<file path="config.mk">
export PLATFORM = sky130hd
export DESIGN_NAME = multicycle_control
export DESIGN_NICKNAME = d
export VERILOG_FILES = /design/src/rtl/multicycle_control.sv
export SDC_FILE = /design/constraint.sdc
export NUM_CORES = 1
export LEC_CHECK = 0
export BUFFER_PORTS_ARGS = -buffer_cell sky130_fd_sc_hd__buf_4
export CAP_MARGIN = 10
export CORE_UTILIZATION = 49
export CTS_CLUSTER_DIAMETER = 100
export DETAILED_ROUTE_END_ITERATION = 8
export PLACE_DENSITY = 0.81
export SYNTH_ARGS = -nofsm -noshare
export SYNTH_HDL_FRONTEND = slang
export SYNTH_SLANG_ARGS = --single-unit
</file>
<file path="constraint.sdc">
create_clock -name clk -period 2.1 [get_ports clk]
set_clock_uncertainty 0.15 [all_clocks]
set_input_delay 0.21 -clock clk [delete_from_list [all_inputs] [get_ports clk]]
set_output_delay 0.21 -clock clk [all_outputs]
set_load 0.03 [all_outputs]
</file>
<file path="src/rtl/multicycle_control.sv">
// Multicycle MIPS-subset control FSM: sequences fetch/decode/execute/memory/writeback
// and drives datapath selects and strobes; illegal_op is a sticky unsupported-opcode flag.
module multicycle_control (
  input  logic       clk,
  input  logic       rst_n,
  input  logic [5:0] opcode,
  input  logic       zero,
  input  logic       mem_ready,
  output logic       pc_write,
  output logic       pc_write_cond,
  output logic       i_or_d,
  output logic       mem_read,
  output logic       mem_write,
  output logic       ir_write,
  output logic       mem_to_reg,
  output logic       reg_dst,
  output logic       reg_write,
  output logic       alu_src_a,
  output logic [1:0] alu_src_b,
  output logic [1:0] alu_op,
  output logic [1:0] pc_source,
  output logic [3:0] state,
  output logic       illegal_op
);

  localparam logic [5:0] OpRtype = 6'b000000;
  localparam logic [5:0] OpLw    = 6'b100011;
  localparam logic [5:0] OpSw    = 6'b101011;
  localparam logic [5:0] OpBeq   = 6'b000100;
  localparam logic [5:0] OpJ     = 6'b000010;
  localparam logic [5:0] OpAddi  = 6'b001000;

  typedef enum logic [3:0] {
    StFetch  = 4'd0,
    StDecode = 4'd1,
    StMemAdr = 4'd2,
    StMemRd  = 4'd3,
    StMemWb  = 4'd4,
    StMemWr  = 4'd5,
    StExec   = 4'd6,
    StRWb    = 4'd7,
    StBranch = 4'd8,
    StJump   = 4'd9,
    StAddiEx = 4'd10,
    StAddiWb = 4'd11
  } state_e;

  // Moore part of the control word; FETCH's ir_write/pc_write are Mealy and live outside.
  typedef struct packed {
    logic       pc_write;
    logic       pc_write_cond;
    logic       i_or_d;
    logic       mem_read;
    logic       mem_write;
    logic       mem_to_reg;
    logic       reg_dst;
    logic       reg_write;
    logic       alu_src_a;
    logic [1:0] alu_src_b;
    logic [1:0] alu_op;
    logic [1:0] pc_source;
  } ctrl_t;

  function automatic ctrl_t ctrl_for(state_e s);
    ctrl_t c;
    c = '0;
    case (s)
      StFetch: begin
        c.mem_read  = 1'b1;
        c.alu_src_b = 2'd1;
      end
      StDecode: c.alu_src_b = 2'd3;
      StMemAdr: begin
        c.alu_src_a = 1'b1;
        c.alu_src_b = 2'd2;
      end
      StMemRd: begin
        c.mem_read = 1'b1;
        c.i_or_d   = 1'b1;
      end
      StMemWb: begin
        c.reg_write  = 1'b1;
        c.mem_to_reg = 1'b1;
      end
      StMemWr: begin
        c.mem_write = 1'b1;
        c.i_or_d    = 1'b1;
      end
      StExec: begin
        c.alu_src_a = 1'b1;
        c.alu_op    = 2'd2;
      end
      StRWb: begin
        c.reg_write = 1'b1;
        c.reg_dst   = 1'b1;
      end
      StBranch: begin
        c.alu_src_a     = 1'b1;
        c.alu_op        = 2'd1;
        c.pc_write_cond = 1'b1;
        c.pc_source     = 2'd1;
      end
      StJump: begin
        c.pc_write  = 1'b1;
        c.pc_source = 2'd2;
      end
      StAddiEx: begin
        c.alu_src_a = 1'b1;
        c.alu_src_b = 2'd2;
      end
      StAddiWb: c.reg_write = 1'b1;
      default: c = '0;
    endcase
    return c;
  endfunction

  localparam ctrl_t FetchCtrl = ctrl_for(StFetch);

  state_e state_q, state_d;
  logic   illegal_q, illegal_d;
  ctrl_t  ctrl_q, ctrl_d;
  logic   fetch_ack;
  logic   unused_zero;

  // Branch resolution happens in the PC-write logic outside this block.
  assign unused_zero = zero;

  always_comb begin
    state_d   = state_q;
    illegal_d = illegal_q;
    case (state_q)
      StFetch: if (mem_ready) state_d = StDecode;
      StDecode: begin
        case (opcode)
          OpLw, OpSw: state_d = StMemAdr;
          OpRtype:    state_d = StExec;
          OpBeq:      state_d = StBranch;
          OpJ:        state_d = StJump;
          OpAddi:     state_d = StAddiEx;
          default: begin
            state_d   = StFetch;
            illegal_d = 1'b1;
          end
        endcase
      end
      StMemAdr: state_d = (opcode == OpLw) ? StMemRd : StMemWr;
      StMemRd:  if (mem_ready) state_d = StMemWb;
      StMemWr:  if (mem_ready) state_d = StFetch;
      StExec:   state_d = StRWb;
      StAddiEx: state_d = StAddiWb;
      default:  state_d = StFetch;
    endcase
    ctrl_d = ctrl_for(state_d);
  end

  always_ff @(posedge clk or negedge rst_n) begin
    if (!rst_n) begin
      state_q   <= StFetch;
      illegal_q <= 1'b0;
      ctrl_q    <= FetchCtrl;
    end else begin
      state_q   <= state_d;
      illegal_q <= illegal_d;
      ctrl_q    <= ctrl_d;
    end
  end

  assign fetch_ack = (state_q == StFetch) && mem_ready;

  // Strobes are gated by rst_n so nothing writes while reset is held.
  assign pc_write      = rst_n & (ctrl_q.pc_write | fetch_ack);
  assign ir_write      = rst_n & fetch_ack;
  assign pc_write_cond = rst_n & ctrl_q.pc_write_cond;
  assign mem_read      = rst_n & ctrl_q.mem_read;
  assign mem_write     = rst_n & ctrl_q.mem_write;
  assign reg_write     = rst_n & ctrl_q.reg_write;
  assign i_or_d        = ctrl_q.i_or_d;
  assign mem_to_reg    = ctrl_q.mem_to_reg;
  assign reg_dst       = ctrl_q.reg_dst;
  assign alu_src_a     = ctrl_q.alu_src_a;
  assign alu_src_b     = ctrl_q.alu_src_b;
  assign alu_op        = ctrl_q.alu_op;
  assign pc_source     = ctrl_q.pc_source;
  assign state         = state_q;
  assign illegal_op    = illegal_q;

endmodule

</file>
## After elaboration in Yosys (flattened, before gate mapping)

Cells that the tools add are included.

| operators by class | value |
|---|---|
| eq/ne operators | 22 |
| multiplexer cells | 18 |
| bitwise operators | 8 |
| reductions and logical operators | 12 |

Operators with widths:

| cell | number |
|---|---|
| 4-bit one-hot mux with 7 select lines | 1 |
| 4-bit by 3-bit == test with 1-bit output (second input constant) | 6 |
| 4-bit == test (second input constant) | 5 |
| 4-bit one-hot mux with 5 select lines | 1 |
| 4-bit by 2-bit == test with 1-bit output (second input constant) | 4 |
| 6-bit == test (second input constant) | 2 |
| 4-bit 2-to-1 mux | 3 |
| 1-bit 2-to-1 mux | 9 |
| 4-bit by 1-bit == test with 1-bit output (second input constant) | 2 |
| 4-bit zero test | 2 |
| 2-bit one-hot mux with 2 select lines | 2 |
| 2-bit OR reduction | 4 |
| 1-bit AND | 6 |
| 6-bit by 2-bit == test with 1-bit output (second input constant) | 1 |
| 6-bit by 3-bit == test with 1-bit output (second input constant) | 1 |
| 6-bit by 4-bit == test with 1-bit output (second input constant) | 1 |
| 6-bit zero test | 1 |
| 2-bit one-hot mux with 3 select lines | 1 |
| 6-bit OR reduction | 1 |
| 4-bit OR reduction | 1 |
| 3-bit 2-to-1 mux | 1 |
| 3-bit OR reduction | 1 |
| 2-bit AND reduction | 1 |
| 1-bit logical AND | 1 |
| other kinds (2) | 2 |

| word-level totals | value |
|---|---|
| flip-flop bits (word level) | 20 |
| input bits | 10 |
| logic and storage cells | 74 |

## Logic depth before layout (Yosys ltp)

Gate-level depths: netlist (run 1).

| depth | value |
|---|---|
| depth after elaboration | 7 |
| depth in mapped cells | 6 |
| mapped depth without buffers | 5 |

## Least setup slack after synthesis (run 1)

OpenSTA, ideal clock, no wires.

| timing path | value |
|---|---|
| kind | register to register |
| start point | register state_q[3], in the netlist state[3] |
| end point | register ctrl_q, in the netlist i_or_d |
| library setup time | 78 ps |
| arrival | 1665 ps |
| slack | 207 ps |
| stages on the path, launching flop included | 7 |
| cell sequence | dfrtp_1 buf_4 nor2_2 and4_1 a311o_2 or2_1 o21bai_1 |

RTL lines:

| element | line | source |
|---|---|---|
| from (decl) | 119 | `state_e state_q, state_d;` |
| from (signal assigned) | 158 | `state_q <= StFetch;` |
| from (signal assigned) | 162 | `state_q <= state_d;` |
| to (signal assigned) | 160 | `ctrl_q <= FetchCtrl;` |
| to (signal assigned) | 164 | `ctrl_q <= ctrl_d;` |
| to (decl) | 121 | `ctrl_t ctrl_q, ctrl_d;` |

==> impl_metrics.env, run 1 <==
export IMPL_syn_nets=113
export IMPL_share_of_final_layout_standard_cells_stronger_than_drive_strength_1_pct=36.2
export IMPL_detailroute_via_count=851
export IMPL_cts_path_max_buffers=2
export IMPL_drt_antenna_violating_nets=0
export IMPL_worst_hold_startpoint="opcode[4]"
export IMPL_critPathLaunchType="flop"
export IMPL_antenna_found_initial=0
export IMPL_mappedNetlistArea_um2=1010
export IMPL_hp_class="in2reg"
export IMPL_result_of_the_run="finished clean"
export IMPL_dieWidth_um=47.3
export IMPL_timing_worst_slew_pin_value_ns=0.337
export IMPL_ant_diodes=0
export IMPL_design_core_area_um2=1940
export IMPL_grt_first_pass_wirelength_um=2980
export IMPL_report_final_setup_viol=0
export IMPL_synthToLayoutAreaGrowth_pct=26.5
export IMPL_fp_row_count=16
export IMPL_cts_max_level=1
export IMPL_drc=0
export IMPL_tritoncts_num_buffers=3
export IMPL_criticalPathCategory="reg2reg"
export IMPL_io_pins=31
export IMPL_iteration_0_drc_markers=13
export IMPL_power_per_cell_area_nw_per_um2=1030
export IMPL_ff_latch_area_um2=454
export IMPL_drt_pre_antenna_iters=4
export IMPL_io_buffers=29
export IMPL_hpwl_um=1460
export IMPL_multiInputGateArea_um2=484
export IMPL_power_leakage_nw=0.601
export IMPL_worstRegToRegCells=6
export IMPL_postPlaceCellArea_um2=1220
export IMPL_first_global_vias=700
export IMPL_fin_setup_tns_ns=0
export IMPL_finalInstanceArea_um2=1270
export IMPL_worst_slack_ns=0.165
export IMPL_initial_utilization_pct=51.9
export IMPL_slew_viol_final=0
export IMPL_rsz0062_at_grt="no"
export IMPL_final_period_minus_worst_setup_slack_ns=1.93
export IMPL_synth_area_per_cell_um2=9.78
export IMPL_design_die_area_um2=2240
export IMPL_routed_via_density=5.42
export IMPL_relSlewSlack_pct=77.3
export IMPL_routed_wirelength_um=1910
export IMPL_cts_tree="done"
export IMPL_max_cap_violations=0
export IMPL_clock_tree_root_cell="sky130_fd_sc_hd__clkbuf_4"
export IMPL_worstHoldEndpoint="pc_source[1]$_DFF_PN0_"
export IMPL_yosys_cell_types_count=43
export IMPL_rr_endpoint="i_or_d$_DFF_PN0_"
export IMPL_cts_reportedPaths_clkPinSlew_ns=0.10
export IMPL_critPathArrivalTime_ns=1.96
export IMPL_ir_drop_v=0.000863
export IMPL_detail_routed_net_length_per_standard_cell_um=12.2
export IMPL_routabilityCongestion=0.819
export IMPL_globalRouteOverflowTotal=0
export IMPL_critical_path_max_fanout=11
export IMPL_reg2reg_from="state[1]$_DFF_PN0_"
export IMPL_synth_yosys_warnings=0
export IMPL_maxClockFrequency_mhz=517
export IMPL_worstHoldPathCells=3
export IMPL_worst_skew_pair_late_latency_ns=0.29
export IMPL_hold_viol_final=0
export IMPL_grt_start_max_net_pins=25
export IMPL_post_place_ws_ns=0.151
export IMPL_synth_seq_area_share_pct=45.0
export IMPL_synthCells=103
export IMPL_timing_reg2reg_setup_slack_ns=0.17
export IMPL_finalNetCount=141
export IMPL_fillerInstances=169
export IMPL_cp_end_kind="flop"
export IMPL_flip_flop_count_of_the_largest_register_after_layout=4
export IMPL_ys_seq_elements=18
export IMPL_grtUsageTotal_pct=18.8
export IMPL_required_time_at_the_worst_slack_endpoint_ns=2.13
export IMPL_clkSinkCount=18
export IMPL_die_h_um=47.3
export IMPL_final_period_utilization_pct=92.1
## cells by family (layout without fill, tap and decap cells)
kind of cell,Yosys count,in the layout,share of synthesized area (%)
buf+inv,13,40,7.95
mux,1,1,0.994
simple gates,47,47,27.3
xor+xnor,2,2,1.74
flops,18,18,45.0
compound gates,22,22,17.0
## critical path, stage by stage (launching register included)
cell and delay (ns):
sky130_fd_sc_hd__dfrtp_1 0.50, sky130_fd_sc_hd__buf_4 0.21, sky130_fd_sc_hd__nor3b_1 0.28, sky130_fd_sc_hd__o2111ai_1 0.19, sky130_fd_sc_hd__a21oi_1 0.25, sky130_fd_sc_hd__or2_1 0.17, sky130_fd_sc_hd__o21bai_1 0.08
## area by class of cell
cell class | instances | share of cell area [%]
clock buffer | 4 | 2.85
timing repair buffer | 34 | 20.2
sequential | 18 | 35.7
tap | 27 | 2.65
inverter | 2 | 0.589
multi-input combinational | 72 | 38.0
## cells in the mapped netlist (all sizes together)
cell	instances	area [um2]
nor4	1	6.26
o21a	2	15.0
nand3b	1	7.51
and4	2	17.5
or2	1	6.26
xor2	1	8.76
o221ai	1	15.0
nor2b	2	12.5
buf	11	72.6
a21oi	4	20.0
a41o	1	10.0
or3b	1	8.76
or2b	1	7.51
o21bai	2	15.0
nor3b	3	27.5
and3	2	13.8
mux2i	1	10.0
xnor2	1	8.76
dfstp	2	52.6
inv	2	7.51
a31oi	2	12.5
nor3	3	15.0
o31ai	1	7.51
and2	6	37.5
nand4	1	6.26
o31a	1	8.76
a311o	1	11.3
nor2	9	36.3
o21ai	3	15.0
a311oi	1	8.76
dfrtp	16	400
and3b	1	8.76
nand3	2	10.0
o2111ai	2	23.8
o32ai	1	8.76
nand2b	1	6.26
nor4b	2	17.5
nand2	8	30.0
## metal layers
metal | track usage (%) | up-vias | share of wire [%]
met1 | 23.0 | 405 | 46
met3 | 5.77 | 0 | 4.4
met5 | 0 | - | 0
met2 | 34.2 | 25 | 50
met4 | 0 | 0 | 0
li1 | - | 421 | -
## power breakdown
group          internal [mW]  switching, mW  total [mW]
clock                  0.106         0.0980       0.203
sequential             0.427         0.0678       0.494
combinational          0.257          0.356       0.613
total                  0.789          0.522        1.31
## stage by stage
step	hold slack [ns]	instances	power, mW	utilization, %
2_1_floorplan	-0.236	103	0.923	-
3_3_place_gp	-0.0526	152	1.09	62.6
3_5_place_dp	-0.0485	152	1.10	62.6
4_1_cts	0.133	157	1.31	65.3
5_1_grt	0.143	157	1.40	65.6
6_report	0.141	157	1.31	65.6
## repair_timing
item                                    4_1_cts  5_1_grt
pin swaps                                     0        0
hold buffers                                  1        0
buffers inserted                              0        0
gates resized for setup                       1        2
hold endpoints to repair                     18        0
endpoints found under the setup margin        2        2
## worst max path at each step
stage / slack (ns) / from / cells after the start / to
3_5_place_dp: 0.15 / state[1]$_DFF_PN0_ / 6 / i_or_d$_DFF_PN0_
3_3_place_gp: 0.22 / state[2]$_DFF_PN0_ / 5 / i_or_d$_DFF_PN0_
6_report: 0.17 / state[1]$_DFF_PN0_ / 6 / i_or_d$_DFF_PN0_
2_1_floorplan: 0.21 / state[3]$_DFF_PN0_ / 6 / i_or_d$_DFF_PN0_
5_1_grt: 0.02 / state[1]$_DFF_PN0_ / 6 / i_or_d$_DFF_PN0_
4_1_cts: 0.03 / state[2]$_DFF_PN0_ / 5 / ir_write
## layout by cell type (no fill, tap or decap), types with 2 or more instances in the layout
| cell type | instances |
|---|---|
| sky130_fd_sc_hd__buf_4 | 33 |
| sky130_fd_sc_hd__o21ai_0 | 3 |
| sky130_fd_sc_hd__inv_1 | 2 |
| sky130_fd_sc_hd__and2_1 | 6 |
| sky130_fd_sc_hd__o21a_1 | 2 |
| sky130_fd_sc_hd__o21bai_1 | 2 |
| sky130_fd_sc_hd__nor4b_1 | 2 |
| sky130_fd_sc_hd__dfstp_2 | 2 |
| sky130_fd_sc_hd__a21oi_1 | 4 |
| sky130_fd_sc_hd__and4_1 | 2 |
| sky130_fd_sc_hd__nor2_1 | 8 |
| sky130_fd_sc_hd__nand2_1 | 8 |
| sky130_fd_sc_hd__nor3b_1 | 2 |
| sky130_fd_sc_hd__nand3_1 | 2 |
| sky130_fd_sc_hd__clkbuf_4 | 3 |
| sky130_fd_sc_hd__a31oi_1 | 2 |
| sky130_fd_sc_hd__nor2b_1 | 2 |
| sky130_fd_sc_hd__nor3_1 | 2 |
| sky130_fd_sc_hd__dfrtp_1 | 15 |
Power figures use the tool's default switching activity.
==> run 2, diff against run 1 <==
ABC_AREA = 1   (was unset)
CORE_UTILIZATION = 50   (was 49)
PLACE_DENSITY = 0.82   (was 0.81)
==> run 2 against run 1 <==
Net effect:
- register-to-register slack better by 0.37 ns
- clock power is 5% higher
- setup slack improved by 0.12 ns
- die area about the same
- sequential share of layout area shrank 0.31 points
- sequential power is 23% lower
- critical endpoint is now pc_write
- core utilization increased by 0.39 points
- flip-flop and latch count unchanged
- non-clock buffer count fell by 4
- largest cell class is now registers
- power decreased by 41%
- critical path depth decreased by 1
==> impl_metrics.env, run 2 <==
export IMPL_fillerInstances=172
export IMPL_synth_largest_type_area_fraction_pct=38.9
export IMPL_postCtsSetupRepairBufs=0
export IMPL_multiInputGateArea_um2=410
export IMPL_yosys_cell_types_count=18
export IMPL_synthMuxAreaShare_pct=0
export IMPL_synth_top_family_by_area="simple AND/OR/NAND/NOR gates"
export IMPL_timing_reg2reg_setup_slack_ns=0.54
export IMPL_clkSinkCount=18
export IMPL_final_period_utilization_pct=86.4
export IMPL_synthCells=135
export IMPL_detail_routed_net_length_per_standard_cell_um=10.4
export IMPL_routabilityCongestion=0.803
export IMPL_detailroute_via_count=890
export IMPL_drc=0
export IMPL_grt_start_max_net_pins=25
export IMPL_hold_viol_final=0
export IMPL_grt_first_pass_wirelength_um=3040
export IMPL_ff_latch_area_um2=453
export IMPL_report_final_setup_viol=0
export IMPL_cts_path_max_buffers=2
export IMPL_criticalPathCategory="in2out"
export IMPL_rr_endpoint="alu_src_a$_DFF_PN0_"
export IMPL_drt_antenna_violating_nets=0
export IMPL_worstRegToRegCells=8
export IMPL_mappedNetlistArea_um2=1030
export IMPL_post_synth_top_count_cell="sky130_fd_sc_hd__nand2_1"
export IMPL_post_layout_nonfiller_instances=190
export IMPL_reg2reg_from="state[3]$_DFF_PN0_"
export IMPL_hp_class="in2reg"
export IMPL_synth_yosys_warnings=0
export IMPL_cts_reportedPaths_clkPinSlew_ns=0.10
export IMPL_most_common_layout_cells="sky130_fd_sc_hd__nand2_1 (30), sky130_fd_sc_hd__buf_4 (29), sky130_fd_sc_hd__inv_1 (28)"
export IMPL_io_pins=31
export IMPL_result_of_the_run="finished clean"
export IMPL_fin_setup_tns_ns=0
export IMPL_clock_tree_root_cell="sky130_fd_sc_hd__clkbuf_4"
export IMPL_syn_nets=145
export IMPL_synth_seq_area_share_pct=44.0
export IMPL_slew_viol_final=0
export IMPL_power_leakage_nw=0.816
export IMPL_die_h_um=47.4
export IMPL_dieWidth_um=47.4
export IMPL_routed_wirelength_um=1980
export IMPL_drt_pre_antenna_iters=4
export IMPL_worstHoldPathCells=3
export IMPL_synth_area_per_cell_um2=7.62
export IMPL_critical_path_max_fanout=24
export IMPL_fraction_of_the_mapped_netlist_area_in_simple_logic_gates_pct=36.7
export IMPL_post_synth_xor_area_fraction_pct=0
export IMPL_cts_max_level=1
export IMPL_final_common_cell="sky130_fd_sc_hd__nand2_1"
export IMPL_synthToLayoutAreaGrowth_pct=24.6
export IMPL_hpwl_um=1670
export IMPL_max_cap_violations=0
export IMPL_timing_worst_slew_pin_value_ns=0.270
export IMPL_post_place_cells=185
export IMPL_final_period_minus_worst_setup_slack_ns=1.81
export IMPL_ys_seq_elements=18
export IMPL_finalNetCount=174
export IMPL_antenna_found_initial=0
export IMPL_cts_tree="done"
export IMPL_cp_end_kind="output pin"
export IMPL_initial_utilization_pct=53.0
export IMPL_iteration_0_drc_markers=14
export IMPL_worst_setup_path_endpoint="pc_write"
export IMPL_critPathArrivalTime_ns=1.45
export IMPL_synth_area_in_compound_gates_pct=3.16
export IMPL_fp_row_count=16
export IMPL_design_die_area_um2=2240
export IMPL_grtUsageTotal_pct=19.4
export IMPL_worst_skew_pair_late_latency_ns=0.29
export IMPL_synth_enable_flop_cells=0
export IMPL_tritoncts_num_buffers=3
export IMPL_synth_top_cells_by_area="sky130_fd_sc_hd__dfrtp_1 (39%), sky130_fd_sc_hd__nand2_1 (11%), sky130_fd_sc_hd__inv_1 (10%), sky130_fd_sc_hd__dfstp_2 (5.1%), sky130_fd_sc_hd__nor2_1 (5.1%)"
export IMPL_power_per_cell_area_nw_per_um2=605
export IMPL_globalRouteOverflowTotal=0
export IMPL_relSlewSlack_pct=82.0
export IMPL_synth_fa_ha_area_share_pct=0
export IMPL_maxClockFrequency_mhz=551
export IMPL_critPathLaunchType="input port"
export IMPL_first_global_vias=752
export IMPL_library_cell_occupying_the_most_area_in_the_post_synthesis_netlist="sky130_fd_sc_hd__dfrtp_1"
export IMPL_io_buffers=29
export IMPL_design_core_area_um2=1940
export IMPL_worst_setup_path_startpoint="rst_n"
export IMPL_synth_async_reset_ratio_pct=100
export IMPL_rsz0062_at_grt="no"
export IMPL_flip_flop_count_of_the_largest_register_after_layout=4
export IMPL_required_time_at_the_worst_slack_endpoint_ns=1.74
export IMPL_share_of_final_layout_standard_cells_stronger_than_drive_strength_1_pct=35.6
export IMPL_flip_flop_cell_with_the_highest_count_after_synthesis="sky130_fd_sc_hd__dfrtp_1"
export IMPL_ir_drop_v=0.000300
export IMPL_routed_via_density=4.68
export IMPL_netlist_top_cells_count="sky130_fd_sc_hd__nand2_1 (30), sky130_fd_sc_hd__inv_1 (28), sky130_fd_sc_hd__dfrtp_1 (16)"
export IMPL_ant_diodes=0
-- run 2: per-layer routing --
layer | up-vias | track usage [%] | part of all wire [%]
met5 | - | 0 | 0
met4 | 0 | 6.29 | 1.8
met3 | 6 | 1.54 | 3.1
met2 | 27 | 39.5 | 56
met1 | 408 | 20.3 | 39
li1 | 449 | - | -
-- run 2: worst min path at each step --
stage                    from                endpoint
CTS                 mem_ready  alu_src_b[0]$_DFF_PN1_
finish              mem_ready  alu_src_b[0]$_DFF_PN1_
global route        mem_ready  alu_src_b[0]$_DFF_PN1_
detailed placement      rst_n     ctrl_q[7]$_DFF_PN0_
floorplan               rst_n     alu_op[0]$_DFF_PN0_
global placement        rst_n     ctrl_q[7]$_DFF_PN0_
-- run 2: cell families after synthesis --
logic type      Yosys count
buf+inv                  38
simple gates             73
flops                    18
compound gates            6
-- run 2: where the power goes --
| part | switching (mW) | total [mW] | internal [mW] |
|---|---|---|---|
| registers | 0.0114 | 0.380 | 0.369 |
| logic | 0.116 | 0.181 | 0.0655 |
| clock network | 0.108 | 0.214 | 0.105 |
| total | 0.236 | 0.775 | 0.540 |
-- run 2: worst max-delay path, cell delays in order --
cell and delay, ns:
sky130_fd_sc_hd__dlygate4sd3_1 0.52, sky130_fd_sc_hd__buf_4 0.28, sky130_fd_sc_hd__inv_1 0.10, sky130_fd_sc_hd__o21ai_0 0.16, sky130_fd_sc_hd__buf_4 0.18
-- run 2: final cells by class --
cell class | instances | share of cell area, %
sequential | 18 | 35.4
multi-input combinational | 79 | 32.0
timing repair buffer | 30 | 17.8
inverter | 32 | 9.37
clock buffer | 4 | 2.83
tap | 27 | 2.64
-- run 2: timing repair --
item                      CTS  global route
gates resized for setup     0             0
hold endpoints to repair   18             0
hold buffers                1             0
-- run 2: stage by stage --
stage / power [mW] / hold WS (ns) / util [%] / setup WS (ns) / cell area (um2)
finish: 0.775 / 0.0626 / 66.0 / 0.285 / 1280
global route: 0.812 / 0.0683 / 66.0 / 0.181 / 1280
detailed placement: 0.568 / -0.0405 / 63.6 / 0.549 / 1230
CTS: 0.780 / 0.0700 / 66.0 / 0.266 / 1280
global placement: 0.562 / -0.0495 / 63.6 / 0.578 / 1230
floorplan: 0.510 / -0.236 / - / 0.189 / 1030
